File: config.mk
export PLATFORM = sky130hd
export DESIGN_NAME = video_timing
export DESIGN_NICKNAME = d
export VERILOG_FILES = /design/src/rtl/video_timing.sv
export SDC_FILE = /design/constraint.sdc
export NUM_CORES = 1
export LEC_CHECK = 0
export BUFFER_PORTS_ARGS = -buffer_cell sky130_fd_sc_hd__buf_4
export CELL_PAD_IN_SITES_DETAIL_PLACEMENT = 0
export CELL_PAD_IN_SITES_GLOBAL_PLACEMENT = 1
export CORE_UTILIZATION = 42
export DETAILED_ROUTE_END_ITERATION = 8
export GPL_TIMING_DRIVEN = 0
export HOLD_SLACK_MARGIN = 0.15
export PLACE_DENSITY_LB_ADDON = 0.1
export SYNTH_ARGS = -nofsm -noshare
export SYNTH_HDL_FRONTEND = slang
export SYNTH_SLANG_ARGS = --single-unit
export TNS_END_PERCENT = 100
File: constraint.sdc
create_clock -name clk -period 3.7 [get_ports clk]
set_input_delay 0.74 -clock clk [delete_from_list [all_inputs] [get_ports clk]]
set_output_delay 0.74 -clock clk [all_outputs]
set_load 0.02 [all_outputs]
File: src/rtl/video_timing.sv
// -----------------------------------------------------------------------------
// video_timing
// Raster timing generator feeding video_controller and the output encoder.
// Walks a pixel/line raster of H_TOTAL x V_TOTAL positions and emits, for the
// position currently on pixel/line, the line/frame strobes, the active-video
// flag and both syncs. Every output is a register, and all flags are computed
// from the next position and registered together with it, so coordinates and
// flags are never skewed relative to each other.
//
// Ports:
//   clk        in   pixel clock, rising edge
//   rst_n      in   asynchronous active-low reset
//   enable     in   1: advance one position per clock, 0: freeze (stall)
//   pixel      out  [11:0] horizontal position, 0..H_TOTAL-1
//   line       out  [11:0] vertical position, 0..V_TOTAL-1
//   line_end   out  strobe on the last pixel of every line
//   frame_end  out  strobe on the last pixel of the last line
//   halt       out  high while the raster is frozen (downstream CE = ~halt)
//   de         out  active-video flag
//   hsync      out  horizontal sync, active level HS_POL
//   vsync      out  vertical sync, active level VS_POL
//
// Handshake: enable is a plain level, sampled on every rising edge. There is
// no ready path back; halt reports, one register later, that the edge just
// taken did not advance, so every cycle with halt=0 is a fresh position that
// downstream must consume exactly once.
// -----------------------------------------------------------------------------
module video_timing #(
    parameter int H_ACTIVE = 1280,
    parameter int H_FP     = 110,
    parameter int H_SYNC   = 40,
    parameter int H_BP     = 220,
    parameter int V_ACTIVE = 720,
    parameter int V_FP     = 5,
    parameter int V_SYNC   = 5,
    parameter int V_BP     = 20,
    parameter bit HS_POL   = 1'b1,
    parameter bit VS_POL   = 1'b1
) (
    input  logic        clk,
    input  logic        rst_n,
    input  logic        enable,
    output logic [11:0] pixel,
    output logic [11:0] line,
    output logic        line_end,
    output logic        frame_end,
    output logic        halt,
    output logic        de,
    output logic        hsync,
    output logic        vsync
);

    localparam int H_TOTAL = H_ACTIVE + H_FP + H_SYNC + H_BP;
    localparam int V_TOTAL = V_ACTIVE + V_FP + V_SYNC + V_BP;

    generate
        if (H_TOTAL > 4096 || H_TOTAL < 1) begin : g_bad_h_total
            $error("video_timing: H_TOTAL must be in 1..4096");
        end
        if (V_TOTAL > 4096 || V_TOTAL < 1) begin : g_bad_v_total
            $error("video_timing: V_TOTAL must be in 1..4096");
        end
    endgenerate

    localparam logic [11:0] H_LAST = 12'(H_TOTAL - 1);
    localparam logic [11:0] V_LAST = 12'(V_TOTAL - 1);

    // Region thresholds are 13 bits wide so that a boundary equal to 4096
    // (e.g. zero back porch on a 4096-wide raster) is still representable.
    localparam logic [12:0] H_ACT_END = 13'(H_ACTIVE);
    localparam logic [12:0] HS_START  = 13'(H_ACTIVE + H_FP);
    localparam logic [12:0] HS_STOP   = 13'(H_ACTIVE + H_FP + H_SYNC);
    localparam logic [12:0] V_ACT_END = 13'(V_ACTIVE);
    localparam logic [12:0] VS_START  = 13'(V_ACTIVE + V_FP);
    localparam logic [12:0] VS_STOP   = 13'(V_ACTIVE + V_FP + V_SYNC);

    // Run/frozen state. halt is the decoded state register itself.
    typedef enum logic {
        ST_RUN    = 1'b0,
        ST_FROZEN = 1'b1
    } state_t;

    state_t state;
    state_t next_state;

    logic [11:0] next_pixel;
    logic [11:0] next_line;
    logic        next_line_end;
    logic        next_frame_end;
    logic        next_de;
    logic        next_hsync;
    logic        next_vsync;

    // ---------------------------------------------------------------- FSM
    always_ff @(posedge clk or negedge rst_n) begin
        if (!rst_n) begin
            state <= ST_FROZEN;
        end else begin
            state <= next_state;
        end
    end

    always_comb begin
        next_state = ST_FROZEN;
        if (enable) begin
            next_state = ST_RUN;
        end
    end

    assign halt = (state == ST_FROZEN);

    // ------------------------------------------------- next position + flags
    // Wrap is an explicit compare against the last position, never overflow.
    always_comb begin
        next_pixel = pixel + 12'd1;
        next_line  = line;
        if (pixel == H_LAST) begin
            next_pixel = '0;
            next_line  = (line == V_LAST) ? '0 : line + 12'd1;
        end
    end

    always_comb begin
        next_line_end  = (next_pixel == H_LAST);
        next_frame_end = next_line_end && (next_line == V_LAST);
        next_de        = ({1'b0, next_pixel} < H_ACT_END) &&
                         ({1'b0, next_line}  < V_ACT_END);
        next_hsync     = ~HS_POL;
        if (({1'b0, next_pixel} >= HS_START) && ({1'b0, next_pixel} < HS_STOP)) begin
            next_hsync = HS_POL;
        end
        // next_line only changes when next_pixel wraps to 0, so vsync
        // naturally toggles on line boundaries.
        next_vsync     = ~VS_POL;
        if (({1'b0, next_line} >= VS_START) && ({1'b0, next_line} < VS_STOP)) begin
            next_vsync = VS_POL;
        end
    end

    // ------------------------------------------------- registered raster
    // Reset parks the counters on the last position so the first enabled
    // edge lands on (0,0). A freeze holds position and syncs (no sync glitch
    // during a stall) and clears the per-position flags, so a strobe eaten by
    // the freeze is never repeated for the held position.
    always_ff @(posedge clk or negedge rst_n) begin
        if (!rst_n) begin
            pixel     <= H_LAST;
            line      <= V_LAST;
            line_end  <= 1'b0;
            frame_end <= 1'b0;
            de        <= 1'b0;
            hsync     <= ~HS_POL;
            vsync     <= ~VS_POL;
        end else if (enable) begin
            pixel     <= next_pixel;
            line      <= next_line;
            line_end  <= next_line_end;
            frame_end <= next_frame_end;
            de        <= next_de;
            hsync     <= next_hsync;
            vsync     <= next_vsync;
        end else begin
            line_end  <= 1'b0;
            frame_end <= 1'b0;
            de        <= 1'b0;
        end
    end

endmodule

==> results of run 1 <==
[cell families after synthesis]
family,after synthesis,share of synthesized area (%)
buffers and inverters,29,5.66
flip-flops,30,35.1
multiplexers,4,1.89
XOR/XNOR,11,4.40
AO/OA/AOI/OAI,63,19.4
adder cells (fa/ha/maj),4,2.29
AND/OR/NAND/NOR,124,31.3
[state kept, by name, indices dropped and copies added (netlist names)]
name and flops:
hsync 1, halt 1, vsync 1, pixel 12, frame_end 1, line_end 1, de 1, line 12
[layout make-up]
| cell class | count | area share [%] |
|---|---|---|
| timing repair buffer | 32 | 9.22 |
| clock buffer | 7 | 3.31 |
| tap | 67 | 3.22 |
| multi-input combinational | 206 | 49.8 |
| sequential | 30 | 29.5 |
| clock inverter | 1 | 0.192 |
| buffer | 21 | 3.60 |
| inverter | 8 | 1.15 |
[synth_stat cells (8+ instances only)]
cell type	n	share of area [%]
clkbuf_1	15	2.6
nand4_1	11	3.1
nand2_1	33	5.7
o31ai_1	9	3.1
nand3_1	12	2.7
inv_1	8	1.4
dfrtp_1	16	18
o21ai_0	19	4.3
a21oi_1	10	2.3
nor2_1	17	2.9
dfstp_2	14	17
nor4_1	8	2.3
[power by group through the flow]
stage / Combinational, mW / Sequential [mW] / Clock (mW)
2_1_floorplan: 0.190 / 0.457 / 0
3_3_place_gp: 0.340 / 0.419 / 0
3_5_place_dp: 0.340 / 0.419 / 0
4_1_cts: 0.342 / 0.414 / 0.291
5_1_grt: 0.377 / 0.420 / 0.303
6_report: 0.342 / 0.414 / 0.285
[through the flow]
step | power (mW) | worst slack (ps) | hold slack, ps
floorplan | 0.647 | 865 | 444
global placement | 0.759 | 387 | 473
detailed placement | 0.759 | 460 | 475
CTS | 1.05 | 464 | 381
global route | 1.10 | 143 | 407
finish | 1.04 | 387 | 370
[worst register-to-register path: stages, from the launching register on]
cell,delay (ps)
dfstp_2,530
clkbuf_1,330
nand4b_1,290
nor3_2,570
clkbuf_1,510
nand3_1,170
mux2i_1,370
o21ai_0,150
a211oi_1,290
[layer usage]
layer,vias up,wire length [um]
li1,1063,-
met1,1022,2920
met2,71,2570
met3,9,371
met4,0,86
met5,-,0
[worst paths after layout]
path,endpoint,depth (start not counted),start,slack (ps)
setup / recovery,de,8,pixel[10],390
hold / removal,pixel[7],1,rst_n,370
setup reg to reg,de,8,pixel[10],390
hold reg to reg,vsync,2,vsync,500
max in group asynchronous,halt,1,rst_n,3000
min in group clk,vsync,2,vsync,500
==> metrics.csv, run 1 <==
stage,metric,value,unit
cts,clk sinks,30,
yosys,number of synthesized flops with an enable pin,0,
cts,H-tree depth,2,
grt,met2 Usage GRT,34.6,%
worst_setup_path,Setup crit start kind,register,
placement,Port Buffer Count,32,
sta,Max transition margin,60.4,%
worst_setup_path,crit-path most repeated cell,clkbuf_1,
yosys,Synth Cell Area,2190,um^2
worst_setup_path,Worst Path Buf+Inv,2,
placement,total placed cells including tap cells,364,
placement,Post-Place Cell Area,2510,um^2
final_layout,Finished Core Util,53.4,%
sta,Final Skew,9.81,ps
run,max-cap violations,0,
final_layout,post-route cell area,2610,um^2
final_layout,area of the multi-input gates,1300,um^2
sta,total negative setup slack,0,ps
sta,fin crit period,3310,ps
cts,CTS Buf Count,5,
final_layout,fin cells,372,
drt,Wirelength per Cell,16.0,um
drt,drt first pass iters,4,
sta,RSZ-0062 raised after global routing,false,
grt,gr busiest metal,met1,
cts,post-CTS setup buffers,0,
power,leakage power total,1.01,nW
yosys,post-synth net total,272,
cts,post-CTS sizing,0,
worst_setup_path,critical path peak fanout,10,
power,clock share of power,27.3,%
sta,Tcrit/Tclk final,89.5,%
yosys,number of synthesized register bits,30,
final_layout,storage element area,768,um^2
drt,drt total wl,5950,um
worst_setup_path,CP arrival,3490,ps
grt,first-pass GRT wire length,9870,um
sta,measured slew at the worst slew-check pin,589,ps
power,sequential cell fraction of total power,39.8,%
floorplan,Core Area,4880,um^2
worst_setup_path,crit path kind,reg -> reg,
cts,root buffer cell,clkbuf_8,
grt,vias in the first global route,1892,
final_layout,# nets final,311,
drt,vias per cell,5.82,
yosys,post-synthesis cell count,265,
yosys,Synth Flop Type,dfrtp_1,
power,Logic pwr share,32.9,%
power,Peak VDD IR,0.289,mV
final_layout,diodes inserted,0,
grt,initial antenna violation count,0,
sta,final hold violations,0,
final_layout,Fill cells,500,
floorplan,Die Ht,74.2,um
placement,DPL Wire Length,4290,um
sta,final setup fails,0,
yosys,Yosys Warn Count,0,
sta,final slew viol count,0,
final_layout,most frequent cells in the layout,"nand2_1, buf_4, o21ai_0",
grt,M3 GR Usage,3.93,%
status,outcome,completed,
drt,DRT iter0 DRCs,182,
final_layout,Area growth syn-to-layout,19.0,%
floorplan,full die area,5510,um^2
floorplan,num rows,25,
power,Switching Fraction,36.4,%
hold_path,hold crit path type,in -> async,
cts,"Hold-fix buffers, CTS",0,
worst_setup_path,"delay-heaviest family, CP",simple AND/OR/NAND/NOR gates,
worst_setup_path,CP endpoint kind,register,
grt,GRT Residual Overflow,0,
grt,largest net degree at the start of global routing,31,
cts,Worst-path clk slew,80,ps
drt,DRC Markers,0,
worst_setup_path,Worst path max stage delay,570,ps
worst_setup_path,CP max stage cell,nor3_2,
grt,Total GRT Usage,23.8,%
floorplan,Ports,33,
power,Pwr Density,400,nW/um^2
sta,max frequency,302,MHz
yosys,share of flip-flops with an asynchronous set or reset,100,%
worst_setup_path,Critical Path RT,3880,ps
worst_setup_path,crit path cell chain,clkbuf_1 > nand4b_1 > nor3_2 > clkbuf_1 > nand3_1 > mux2i_1 > o21ai_0 > a211oi_1,
power,Switch Pwr,379,uW
cts,"Clk Latency, worst-skew pair",290,ps
floorplan,Die X,74.2,um
drt,Routed Antenna Nets,0,
yosys,Synth cell types,53,
yosys,mean post-synth cell area,8.26,um^2
cts,Max Buffers Root-to-Sink,2,
floorplan,initial core utilization,44.9,%
grt,GR Util met1,35.7,%
cts,CTS tree,done,
power,Internal Power,662,uW
placement,RePlAce Congestion,0.888,
yosys,register area share after synthesis,35.1,%
final_layout,layout cells sized above 1,21.6,%
drt,Via Count,2165,
Power figures use the tool's default switching activity.
==> run 2, diff against run 1 <==
CORE_ASPECT_RATIO = 1.75   (was default)
==> metrics.csv, run 2 (synthesis gave the netlist of run 1 again) <==
stage,metric,value,unit
status,outcome,completed,
final_layout,top flop regs,"line: 12 flops, pixel: 12 flops",
drt,DRT iter0 DRCs,87,
cts,post-CTS setup buffers,0,
floorplan,Die Ht,97.5,um
cts,Worst-path clk slew,70,ps
worst_setup_path,CP max stage cell,clkbuf_1,
floorplan,num rows,34,
final_layout,layout cells sized above 1,22.0,%
final_layout,fin cells,359,
worst_setup_path,FF-to-FF End,frame_end,
drt,Routed Antenna Nets,0,
hold_path,hold crit path type,in -> async,
grt,initial antenna violation count,0,
cts,H-tree depth,2,
final_layout,Area growth syn-to-layout,19.0,%
grt,vias in the first global route,2102,
run,max-cap violations,0,
worst_setup_path,crit path kind,reg -> reg,
final_layout,Fill cells,525,
power,Pwr Density,421,nW/um^2
drt,Wirelength per Cell,17.9,um
sta,Max transition margin,58.7,%
worst_setup_path,CP arrival,3480,ps
worst_setup_path,critical path peak fanout,10,
floorplan,Core Area,4980,um^2
cts,"Clk Latency, worst-skew pair",290,ps
worst_setup_path,crit path cell chain,clkbuf_1 > nand4b_1 > nor3_2 > clkbuf_1 > nand3_1 > mux2i_1 > nand4b_1 > nor4b_2,
worst_setup_path,Setup crit start kind,register,
floorplan,Die X,56.6,um
sta,final setup fails,0,
drt,drt first pass iters,5,
cts,post-CTS sizing,0,
final_layout,# nets final,311,
worst_setup_path,r2r setup slk,410,ps
floorplan,Ports,33,
placement,RePlAce Congestion,0.898,
grt,largest net degree at the start of global routing,31,
placement,DPL Wire Length,4690,um
worst_setup_path,FF-to-FF path depth,8,
sta,Tcrit/Tclk final,88.9,%
cts,CTS Buf Count,5,
final_layout,diodes inserted,0,
grt,first-pass GRT wire length,10600,um
drt,Via Count,2179,
grt,Total GRT Usage,24.9,%
sta,fin crit period,3290,ps
power,leakage power total,1.02,nW
drt,DRC Markers,0,
cts,CTS tree,done,
sta,total negative setup slack,0,ps
sta,max frequency,304,MHz
cts,root buffer cell,clkbuf_8,
sta,final hold violations,0,
sta,measured slew at the worst slew-check pin,619,ps
floorplan,full die area,5520,um^2
worst_setup_path,CP endpoint kind,register,
drt,vias per cell,6.07,
final_layout,most frequent cells in the layout,"nand2_1, buf_4, o21ai_0",
grt,GRT Residual Overflow,0,
sta,final slew viol count,0,
sta,RSZ-0062 raised after global routing,false,
cts,clk sinks,30,
placement,total placed cells including tap cells,351,
power,Peak VDD IR,0.270,mV
final_layout,area of the multi-input gates,1300,um^2
drt,drt total wl,6410,um
sta,Final Skew,3.13,ps
worst_setup_path,Worst Path Buf+Inv,2,
worst_setup_path,reg-to-reg critical path startpoint,pixel[10],
worst_setup_path,Worst path max stage delay,540,ps
cts,"Hold-fix buffers, CTS",0,
worst_setup_path,Critical Path RT,3890,ps
final_layout,storage element area,768,um^2
placement,Port Buffer Count,32,
worst_setup_path,"delay-heaviest family, CP",simple AND/OR/NAND/NOR gates,
cts,Max Buffers Root-to-Sink,2,
floorplan,initial core utilization,44.0,%
## run 2: layer usage
| metal | vias up | share of wire, % | routed length, um | GRT usage, % |
|---|---|---|---|---|
| met1 | 1073 | 40 | 2550 | 27.8 |
| li1 | 1054 | - | - | - |
| met4 | 0 | 3.4 | 215 | 13.3 |
| met3 | 14 | 2.5 | 158 | 3.46 |
| met2 | 38 | 54 | 3490 | 44.0 |
| met5 | - | 0 | 0 | 0 |
## run 2: worst max-delay path by stage
stage | depth (start not counted) | start | endpoint
after detailed placement | 8 | pixel[10] | frame_end
after floorplan | 8 | pixel[3] | vsync
after global placement | 8 | pixel[10] | de
after global routing | 8 | pixel[10] | frame_end
final | 8 | pixel[10] | frame_end
after CTS | 8 | pixel[10] | frame_end
## run 2: where the power goes
| part | switching, mW | internal, mW | leakage [nW] |
|---|---|---|---|
| Combinational | 0.207 | 0.136 | 0.607 |
| Sequential | 0.0408 | 0.375 | 0.353 |
| Clock | 0.139 | 0.198 | 0.0579 |
## run 2: layout make-up
class                      count  share of cell area, %
clock inverter                 3                   1.54
timing repair buffer          32                   9.22
inverter                       8                   1.15
sequential                    30                   29.5
buffer                        21                   3.60
tap                           54                   2.59
multi-input combinational    206                   49.8
clock buffer                   5                   2.64
## run 2: through the flow
stage	worst slack (ps)	area, um^2	hold WS, ps	power (mW)	utilization, %
final	410	2610	374	1.10	52.4
after global routing	162	2610	411	1.16	52.4
after CTS	462	2610	389	1.10	52.4
after detailed placement	491	2500	484	0.765	50.2
after global placement	503	2500	481	0.762	50.2
after floorplan	865	2190	444	0.647	-
==> run 3, diff against run 2 <==
clock period = 3.4 ns   (was 3.7 ns; I/O delays follow)
==> metrics.csv, run 3 (synthesis gave the netlist of run 1 again) <==
stage,metric,value,unit
grt,first-pass GRT wire length,10600,um
run,max-cap violations,0,
grt,GRT Residual Overflow,0,
sta,Max transition margin,62.3,%
cts,CTS tree,done,
worst_setup_path,Worst path max stage delay,550,ps
status,outcome,completed,
drt,vias per cell,6.10,
power,leakage power total,1.03,nW
drt,DRT iter0 DRCs,82,
grt,initial antenna violation count,0,
drt,Routed Antenna Nets,0,
drt,drt total wl,6390,um
sta,measured slew at the worst slew-check pin,566,ps
floorplan,Ports,33,
final_layout,# nets final,311,
drt,Via Count,2191,
worst_setup_path,CP endpoint kind,register,
drt,DRC Markers,0,
floorplan,Die Ht,97.5,um
floorplan,Die X,56.6,um
worst_setup_path,Critical Path RT,3590,ps
sta,Hold WS,313,ps
sta,Tcrit/Tclk final,93.8,%
cts,post-CTS setup buffers,0,
final_layout,most frequent cells in the layout,"nand2_1, buf_4, o21ai_0",
hold_path,hold crit path type,in -> async,
drt,Wirelength per Cell,17.8,um
sta,final slew viol count,0,
sta,total negative setup slack,0,ps
grt,largest net degree at the start of global routing,31,
cts,Worst-path clk slew,70,ps
cts,"Clk Latency, worst-skew pair",290,ps
floorplan,initial core utilization,44.0,%
final_layout,fin cells,359,
placement,total placed cells including tap cells,351,
floorplan,Core Area,4980,um^2
worst_setup_path,crit path kind,reg -> reg,
final_layout,post-route cell area,2610,um^2
sta,final hold violations,0,
final_layout,diodes inserted,0,
worst_setup_path,CP arrival,3380,ps
sta,max frequency,314,MHz
worst_setup_path,critical path peak fanout,10,
floorplan,num rows,34,
worst_setup_path,CP max stage cell,or4_1,
sta,final setup fails,0,
cts,"Hold-fix buffers, CTS",0,
cts,CTS Buf Count,5,
placement,DPL Wire Length,4690,um
placement,pre-CTS setup slack,191,ps
placement,RePlAce Congestion,0.898,
cts,clk sinks,30,
cts,H-tree depth,2,
final_layout,top flop regs,"line: 12 flops, pixel: 12 flops",
worst_setup_path,Setup crit start kind,register,
sta,RSZ-0062 raised after global routing,false,
grt,vias in the first global route,2102,
drt,drt first pass iters,4,
power,Pwr Density,458,nW/um^2
cts,Max Buffers Root-to-Sink,2,
final_layout,Area growth syn-to-layout,19.4,%
placement,Post-Place Cell Area,2500,um^2
placement,Port Buffer Count,32,
sta,Final Skew,4.34,ps
cts,root buffer cell,clkbuf_8,
floorplan,full die area,5520,um^2
final_layout,layout cells sized above 1,22.3,%
grt,Total GRT Usage,24.9,%
sta,Final WS setup,212,ps
power,Peak VDD IR,0.296,mV
sta,fin crit period,3190,ps
worst_setup_path,crit path cell chain,clkbuf_1 > nand4b_1 > or4_1 > buf_2 > o32a_1 > a211oi_2 > nand2b_1 > o41ai_2,
run 3: cell types whose count changed in the layout (fill, tap and decap cells not counted):
cell / change
clkbuf_1: -1
clkbuf_2: +1
nor3_2: -1
nor3_4: +1
run 3: path summary, 6_finish.rpt:
check | depth (start not counted) | endpoint | slack, ps | start
max in group asynchronous | 1 | line[6] | 2760 | rst_n
worst max-delay path | 8 | vsync | 210 | pixel[10]
min in group clk | 1 | hsync | 500 | hsync
worst min-delay path | 1 | frame_end | 310 | rst_n
worst max register to register | 8 | vsync | 210 | pixel[10]
worst min register to register | 1 | hsync | 500 | hsync
run 3: per-stage QoR:
| stage | power [mW] | utilization [%] |
|---|---|---|
| after floorplan | 0.705 | - |
| after global placement | 0.829 | 50.2 |
| after detailed placement | 0.833 | 50.2 |
| after CTS | 1.20 | 52.4 |
| after global routing | 1.26 | 52.5 |
| final | 1.20 | 52.5 |
run 3: where the power goes:
part / total [mW] / leakage, nW / internal, mW / switching [mW]
registers: 0.453 / 0.353 / 0.408 / 0.0443
logic: 0.377 / 0.624 / 0.149 / 0.228
clock network: 0.369 / 0.0579 / 0.216 / 0.153
run 3: layout make-up:
type                       count  area (um^2)
inverter                       8         30.0
clock inverter                 3         40.0
buffer                        21         95.1
timing repair buffer          32          240
fill                         524         2360
multi-input combinational    206         1300
tap                           54         67.6
clock buffer                   5         68.8
sequential                    30          768
run 3: what timing repair did:
action	CTS	global route
gates resized for setup	0	3
setup endpoints to repair	0	2
endpoints found under the hold margin	0	0
run 3: worst max-delay path: cells and delay by family (launching register included):
kind | cells | cell delay, ps
compound gates | 3 | 1030
simple gates | 3 | 1020
flops | 1 | 530
buf+inv | 2 | 510
run 3: layer usage:
layer	up-vias	wire (um)	GRT usage, %
li1	1059	-	-
met1	1063	2480	27.8
met2	56	3470	44.0
met3	13	225	3.46
met4	0	214	13.3
met5	-	0	0
